File: src/rtl/frodo_seq_pkg.sv
// Shared constants for the FrodoKEM instruction sequencer: FSM encodings, operation
// modes and program-table reset defaults.
package frodo_seq_pkg;

  typedef logic [2:0] state_t;

  localparam state_t StIdle  = 3'd0;
  localparam state_t StStart = 3'd1;
  localparam state_t StIf    = 3'd2;
  localparam state_t StEx    = 3'd3;
  localparam state_t StFin   = 3'd4;

  localparam int unsigned KEYGEN = 0;
  localparam int unsigned ENCAP  = 1;
  localparam int unsigned DECAP  = 2;

  localparam int unsigned DefaultBase       = 0;
  localparam int unsigned DefaultLastOffset = 5;

  function automatic int unsigned default_last(input int unsigned m);
    return DefaultLastOffset + m;
  endfunction

  // Index width with a 1-bit floor so single-entry configurations stay legal.
  function automatic int unsigned idx_width(input int unsigned n);
    return (n > 1) ? $clog2(n) : 1;
  endfunction

endpackage

File: src/rtl/frodo_seq_if.sv
// Request/config/status bundle between a host and the frodo_seq sequencer.
interface frodo_seq_if #(
  parameter int unsigned PC_W    = 8,
  parameter int unsigned MODE_W  = 2,
  parameter int unsigned LEVEL_W = 2
);
  logic [LEVEL_W-1:0] level;
  logic [MODE_W-1:0]  mode;
  logic               start;
  logic               abort;
  logic               inst_done;
  logic               cfg_we;
  logic [MODE_W-1:0]  cfg_mode;
  logic [PC_W-1:0]    cfg_base;
  logic [PC_W-1:0]    cfg_last;
  logic               valid;
  logic               err;
  logic               busy;
  logic               inst_valid;
  logic [LEVEL_W-1:0] level_reg;
  logic [PC_W-1:0]    pc;

  modport master (
    output level, mode, start, abort, inst_done, cfg_we, cfg_mode, cfg_base, cfg_last,
    input  valid, err, busy, inst_valid, level_reg, pc
  );

  modport slave (
    input  level, mode, start, abort, inst_done, cfg_we, cfg_mode, cfg_base, cfg_last,
    output valid, err, busy, inst_valid, level_reg, pc
  );
endinterface

File: src/rtl/frodo_seq_table.sv
// Per-mode program range table (first/last pc), one write port and a combinational
// read port; entries reset to the package defaults.
module frodo_seq_table
  import frodo_seq_pkg::*;
#(
  parameter int unsigned PC_W      = 8,
  parameter int unsigned NUM_MODES = 4,
  parameter int unsigned MODE_W    = 2
) (
  input  logic              clk,
  input  logic              rstn,
  input  logic              we,
  input  logic [MODE_W-1:0] wmode,
  input  logic [PC_W-1:0]   wbase,
  input  logic [PC_W-1:0]   wlast,
  input  logic [MODE_W-1:0] rmode,
  output logic [PC_W-1:0]   base,
  output logic [PC_W-1:0]   last
);

  logic [PC_W-1:0] base_q [NUM_MODES];
  logic [PC_W-1:0] last_q [NUM_MODES];

  // Address decode per entry; writes to a mode index with no entry hit nothing.
  for (genvar g = 0; g < NUM_MODES; g++) begin : g_entry
    always_ff @(posedge clk or negedge rstn) begin
      if (!rstn) begin
        base_q[g] <= PC_W'(DefaultBase);
        last_q[g] <= PC_W'(default_last(g));
      end else if (we && (wmode == MODE_W'(g))) begin
        base_q[g] <= wbase;
        last_q[g] <= wlast;
      end
    end
  end

  always_comb begin
    base = '0;
    last = '0;
    if (32'(rmode) < NUM_MODES) begin
      base = base_q[rmode];
      last = last_q[rmode];
    end
  end

endmodule

File: src/rtl/frodo_seq.sv
// FrodoKEM instruction sequencer: walks pc from base to last of the selected mode.
// Optional per-instruction timeout enabled by defining FRODO_SEQ_TIMEOUT_EN.
module frodo_seq
  import frodo_seq_pkg::*;
#(
  parameter int unsigned PC_W      = 8,
  parameter int unsigned NUM_MODES = 4,
  parameter int unsigned LEVEL_W   = 2,
  parameter int unsigned TIMEOUT   = 1024
) (
  input logic        clk,
  input logic        rstn,
  frodo_seq_if.slave bus
);

  localparam int unsigned MODE_W = idx_width(NUM_MODES);

  state_t             state_q, state_d;
  logic [PC_W-1:0]    pc_q, pc_d;
  logic [LEVEL_W-1:0] level_q;
  logic [MODE_W-1:0]  mode_q;
  logic               start_q;
  logic               start_pos;
  logic               tbl_we;
  logic [PC_W-1:0]    tbl_base, tbl_last;
  logic               tmo_hit;
  logic               valid, err;

  assign start_pos = bus.start & ~start_q;
  // A write racing a run launch is dropped so the run sees a stable table.
  assign tbl_we    = bus.cfg_we && (state_q == StIdle) && !start_pos;

  frodo_seq_table #(
    .PC_W      (PC_W),
    .NUM_MODES (NUM_MODES),
    .MODE_W    (MODE_W)
  ) u_table (
    .clk   (clk),
    .rstn  (rstn),
    .we    (tbl_we),
    .wmode (bus.cfg_mode),
    .wbase (bus.cfg_base),
    .wlast (bus.cfg_last),
    .rmode (mode_q),
    .base  (tbl_base),
    .last  (tbl_last)
  );

`ifdef FRODO_SEQ_TIMEOUT_EN
  localparam int unsigned TMO_W = idx_width(TIMEOUT);

  logic [TMO_W-1:0] tmo_q, tmo_d;

  assign tmo_hit = (state_q == StEx) && (tmo_q == TMO_W'(TIMEOUT - 1));

  // Held at zero outside EX, so the count restarts on every EX entry.
  always_comb begin
    tmo_d = '0;
    if (state_q == StEx) tmo_d = tmo_q + 1'b1;
  end

  always_ff @(posedge clk or negedge rstn) begin
    if (!rstn) tmo_q <= '0;
    else       tmo_q <= tmo_d;
  end
`else
  logic [31:0] unused_timeout;
  assign unused_timeout = TIMEOUT;
  assign tmo_hit        = 1'b0;
`endif

  always_comb begin
    state_d = state_q;
    pc_d    = pc_q;
    valid   = 1'b0;
    err     = 1'b0;
    case (state_q)
      StIdle: begin
        pc_d = '0;
        if (start_pos) state_d = StStart;
      end
      StStart: begin
        pc_d    = tbl_base;
        state_d = StIf;
      end
      StIf: state_d = StEx;
      StEx: begin
        if (bus.inst_done) begin
          state_d = StFin;
        end else if (tmo_hit) begin
          err     = 1'b1;
          state_d = StIdle;
        end
      end
      StFin: begin
        if (pc_q == tbl_last) begin
          valid   = 1'b1;
          state_d = StIdle;
        end else begin
          pc_d    = pc_q + 1'b1;
          state_d = StIf;
        end
      end
      default: state_d = StIdle;
    endcase
    // Abort overrides completion and timeout alike.
    if (bus.abort && (state_q != StIdle)) begin
      state_d = StIdle;
      pc_d    = '0;
      valid   = 1'b0;
      err     = 1'b0;
    end
  end

  always_ff @(posedge clk or negedge rstn) begin
    if (!rstn) begin
      state_q <= StIdle;
      pc_q    <= '0;
      level_q <= '0;
      mode_q  <= '0;
      start_q <= 1'b0;
    end else begin
      state_q <= state_d;
      pc_q    <= pc_d;
      start_q <= bus.start;
      if (state_q == StIdle) begin
        level_q <= bus.level;
        mode_q  <= bus.mode;
      end
    end
  end

  assign bus.valid      = valid;
  assign bus.err        = err;
  assign bus.busy       = (state_q != StIdle);
  assign bus.inst_valid = (state_q == StIf);
  assign bus.level_reg  = level_q;
  assign bus.pc         = pc_q;

endmodule

File: src/flat_wrapper.sv
// flat-port wrapper written by rule: the top's interface ports become plain ports
module frodo_seq_flat import frodo_seq_pkg::*;
#(
  parameter int unsigned PC_W      = 8,
  parameter int unsigned NUM_MODES = 4,
  parameter int unsigned LEVEL_W   = 2,
  parameter int unsigned TIMEOUT   = 1024
)
  (clk, rstn, bus_level, bus_mode, bus_start, bus_abort, bus_inst_done, bus_cfg_we, bus_cfg_mode, bus_cfg_base, bus_cfg_last, bus_valid, bus_err, bus_busy, bus_inst_valid, bus_level_reg, bus_pc);
  frodo_seq_if #(.PC_W(PC_W), .MODE_W((2)), .LEVEL_W(LEVEL_W)) bus_i ();
  input logic clk;
  input logic rstn;
  input wire logic [$bits(bus_i.level)-1:0] bus_level;
  input wire logic [$bits(bus_i.mode)-1:0] bus_mode;
  input wire logic [$bits(bus_i.start)-1:0] bus_start;
  input wire logic [$bits(bus_i.abort)-1:0] bus_abort;
  input wire logic [$bits(bus_i.inst_done)-1:0] bus_inst_done;
  input wire logic [$bits(bus_i.cfg_we)-1:0] bus_cfg_we;
  input wire logic [$bits(bus_i.cfg_mode)-1:0] bus_cfg_mode;
  input wire logic [$bits(bus_i.cfg_base)-1:0] bus_cfg_base;
  input wire logic [$bits(bus_i.cfg_last)-1:0] bus_cfg_last;
  output wire logic [$bits(bus_i.valid)-1:0] bus_valid;
  output wire logic [$bits(bus_i.err)-1:0] bus_err;
  output wire logic [$bits(bus_i.busy)-1:0] bus_busy;
  output wire logic [$bits(bus_i.inst_valid)-1:0] bus_inst_valid;
  output wire logic [$bits(bus_i.level_reg)-1:0] bus_level_reg;
  output wire logic [$bits(bus_i.pc)-1:0] bus_pc;
  assign bus_i.level = bus_level;
  assign bus_i.mode = bus_mode;
  assign bus_i.start = bus_start;
  assign bus_i.abort = bus_abort;
  assign bus_i.inst_done = bus_inst_done;
  assign bus_i.cfg_we = bus_cfg_we;
  assign bus_i.cfg_mode = bus_cfg_mode;
  assign bus_i.cfg_base = bus_cfg_base;
  assign bus_i.cfg_last = bus_cfg_last;
  assign bus_valid = bus_i.valid;
  assign bus_err = bus_i.err;
  assign bus_busy = bus_i.busy;
  assign bus_inst_valid = bus_i.inst_valid;
  assign bus_level_reg = bus_i.level_reg;
  assign bus_pc = bus_i.pc;
  frodo_seq #(.PC_W(PC_W), .NUM_MODES(NUM_MODES), .LEVEL_W(LEVEL_W), .TIMEOUT(TIMEOUT)) u_core (.clk(clk), .rstn(rstn), .bus(bus_i));
endmodule
File: config.mk
export PLATFORM = sky130hd
export DESIGN_NAME = frodo_seq_flat
export DESIGN_NICKNAME = d
export VERILOG_FILES = /design/src/rtl/frodo_seq_pkg.sv /design/src/rtl/frodo_seq_if.sv /design/src/rtl/frodo_seq_table.sv /design/src/rtl/frodo_seq.sv /design/src/flat_wrapper.sv
export SDC_FILE = /design/constraint.sdc
export NUM_CORES = 1
export LEC_CHECK = 0
export CORE_MARGIN = 3
export CORE_UTILIZATION = 52
export DETAILED_ROUTE_END_ITERATION = 12
export HOLD_SLACK_MARGIN = 0.02
export PLACE_DENSITY_LB_ADDON = 0.08
export SYNTH_ARGS = -nofsm -noshare
export SYNTH_HDL_FRONTEND = slang
export SYNTH_SLANG_ARGS = --single-unit
File: constraint.sdc
create_clock -name clk -period 3.9 [get_ports clk]
set_input_delay 0.78 -clock clk [delete_from_list [all_inputs] [get_ports clk]]
set_output_delay 0.78 -clock clk [all_outputs]
set_load 0.02 [all_outputs]
==> metrics <==
Max VDD drop=0.365 mV; Worst Reg-to-Reg Cells=4; Least-Margin Pin Slew=roughly 1 ns; CP max stage cell=mux4_1; RSZ-0062 raised after global routing=no; initial core utilization=0.552; Core Area=approximately 0.007 mm2; Comb pwr share=0.286; Initial DRT Pass Iterations=4; flop-to-flop setup slack=1.47 ns; Critical Path RT=3.12 ns; switching pwr=0.000701 W; period utilization=0.897; # IOs=42; Clock transition at path regs=0.08 ns; HPWL after DPL=5070 um; Internal=0.00182 W; mapped cell area=0.00387 mm2; Largest stage delay, worst path=0.56 ns; Syn Nets=296; Filler cells=roughly 570; largest net degree at the start of global routing=81; Setup CP Type=reg2out; CTS Sinks=80; die area=0.00852 mm2; drc violations=0; area of the multi-input gates=0.00175 mm2; Ys Warns=0; port bufs=40; register area=between 0.002 and 0.0025 mm2; vias in the first global route=2,461; fraction of layout cells with a size suffix above 1=0.353; worst hold path class=reg2reg; Syn Area/Cell=between 10 and 15 um2; Worst Path Buf+Inv=3; DR iter-0 viols=65; Worst path depth=7; reg2reg end=u_core.u_table.base_q[14]; Pins Over Slew Limit=0; crit-path cells=buf_4 > mux4_1 > xnor2_1 > nand4_2 > or3_4 > inv_2 > dlymetal6s2s_1; Hold Path Depth=1; WP data arrival=approximately 2.7 ns; Crit. End Element=output port; maxcap violations=0; post-layout min period=3.50 ns; global route total overflow=0; vias post-DR=2,348; R2R Path Start=u_core.state_q[2]; largest fanout on the critical path=9; status=finished clean; n_diodes=0; clock buffer count from CTS=9; Final ANT Viol Nets=0; Rows=30; GRT Resource Usage Total=0.191; Die Ht=92.3 um; gpl congestion=0.801; pre-CTS WS=0.207 ns; CP startpoint kind=flip-flop; Setup violations, final=0; Flop pwr share=0.499; min-delay src=u_core.u_table.base_q[26]; Distinct cells, synth=43; power share of the clock group=0.215; leading area contributor after synthesis=dfrtp_1; Syn Inst Count=267; Layout area overhead=17.8%; drt total wl=7550 um; worst setup margin=0.403 ns; later-pin clock latency in the skew report=0.35 ns; post-synthesis sequential area ratio=0.519; Pwr per Cell Area=553 mW/mm2; setup TNS=0 ns; TritonCTS clock tree=yes; hold worst-path end=u_core.u_table.base_q[26]; Switching Share=0.278; die width=approximately 92 um; critical path startpoint=u_core.mode_q[0]; Synth top area share=0.465; Max Fclk=0.286 GHz; Hold Vio Cnt, Final=0; Routed WL per cell=18.1 um; first-pass GRT wire length=12,600 um; Crit path max-delay family=simple AND/OR/NAND/NOR gates; leakage power=1.89 nW; clock root cell=clkbuf_8; register bit total from synthesis=80; CTS H-tree depth=3; post-DR vias/cell=5.64; CTS max path bufs=2; initial antenna violation count=0; top cells by area, synth=dfrtp_1 (46%), mux2_2 (20%), mux4_1 (9.5%); Net count, final=344; Rel. slew slack=0.334; Post-Route Skew=0.00714 ns
## worst max path at each step
| stage | to | slack (ns) |
|---|---|---|
| floorplan | bus_valid | 1.06 |
| global placement | bus_valid | 0.25 |
| detailed placement | bus_valid | 0.21 |
| CTS | bus_valid | 0.009 |
| global route | bus_valid | 0.25 |
| finish | bus_valid | 0.40 |
## power groups by stage
stage / sequential (W) / combinational [W] / clock, W
floorplan: 0.00121 / 0.000575 / 0
global placement: 0.00128 / 0.000684 / 0
detailed placement: 0.00128 / 0.000702 / 0
CTS: 0.00126 / 0.000713 / 0.000566
global route: 0.00129 / 0.000786 / 0.000598
finish: 0.00126 / 0.000721 / 0.000544
## logic make-up (layout without fill, tap and decap cells)
| family | count (synthesis) | after routing | synth area share |
|---|---|---|---|
| mux | 84 | 84 | 0.304 |
| flops | 80 | 80 | 0.519 |
| simple gates | 46 | 46 | 0.0698 |
| compound gates | 23 | 23 | 0.0471 |
| buf+inv | 20 | 73 | 0.0284 |
| xor+xnor | 12 | 12 | 0.0271 |
| fa+ha+maj | 1 | 1 | 0.00323 |
| other cells | 1 | 1 | 0.000968 |
## worst reg2reg max path, cell delays in order, from the launching register on
cell	delay, ns
dfrtp_1	0.51
nor3_4	0.37
nand3_1	0.26
or3_1	0.75
mux2_2	0.43
## per-layer routing
layer	global-route usage	routed length (um)	vias to the layer above
met5	0	0	-
met4	0.0520	79	0
met3	0.0471	267	10
met2	0.303	3640	36
met1	0.264	3560	1208
li1	-	-	1094
## through the flow
step                std cells  hold slack (ns)   util  power, W  instance area, um2
floorplan                 267            0.471      -   0.00178                3870
global placement          395            0.480  0.620   0.00196                4350
detailed placement        395            0.489  0.620   0.00198                4350
CTS                       413            0.508  0.647   0.00254                4540
global route              416            0.524  0.650   0.00268                4570
finish                    416            0.507  0.650   0.00252                4570
## layout by cell type (no fill, tap or decap), types with 5 or more instances in the layout
master / n
xnor2_1: 10
nand2_1: 19
o2bb2ai_1: 7
o21ai_0: 6
clkbuf_8: 10
buf_4: 12
mux2_2: 68
inv_1: 5
dfstp_2: 8
clkdlybuf4s50_1: 38
dfrtp_1: 71
mux4_1: 14
## cells in the mapped netlist, drive strengths merged
cell and n:
dfrtp 72, mux2 68, nand2 19, mux4 16
buf 10, xnor2 10, dfstp 8, o2bb2ai 7
inv 6, o21ai 6, nor3 5, clkbuf 4
and4 3, nand3 3, nor2 3, nor2b 3
a21oi 2, a31oi 2, and3 2, nand4 2
o31ai 2, or3 2, xor2 2, a32o 1
a32oi 1, and2 1, conb 1, ha 1
nand2b 1, nand3b 1, nor3b 1, o211ai 1
o32ai 1
## final cells by class
cell class / instances / share of cell area
Timing Repair Buffer: 51 / 0.106
Tap cell: 96 / 0.0263
Clock inverter: 4 / 0.00630
Sequential cell: 80 / 0.441
Multi-Input combinational cell: 167 / 0.384
Clock buffer: 12 / 0.0318
Inverter: 6 / 0.00493
## what timing repair did
action,4_1_cts,5_1_grt
gates resized for setup,1,1
setup endpoints to repair,1,1
pin swaps,0,1
hold buffers,0,0
setup buffers,2,3
Note: power is estimated with default switching activity, not from simulation.
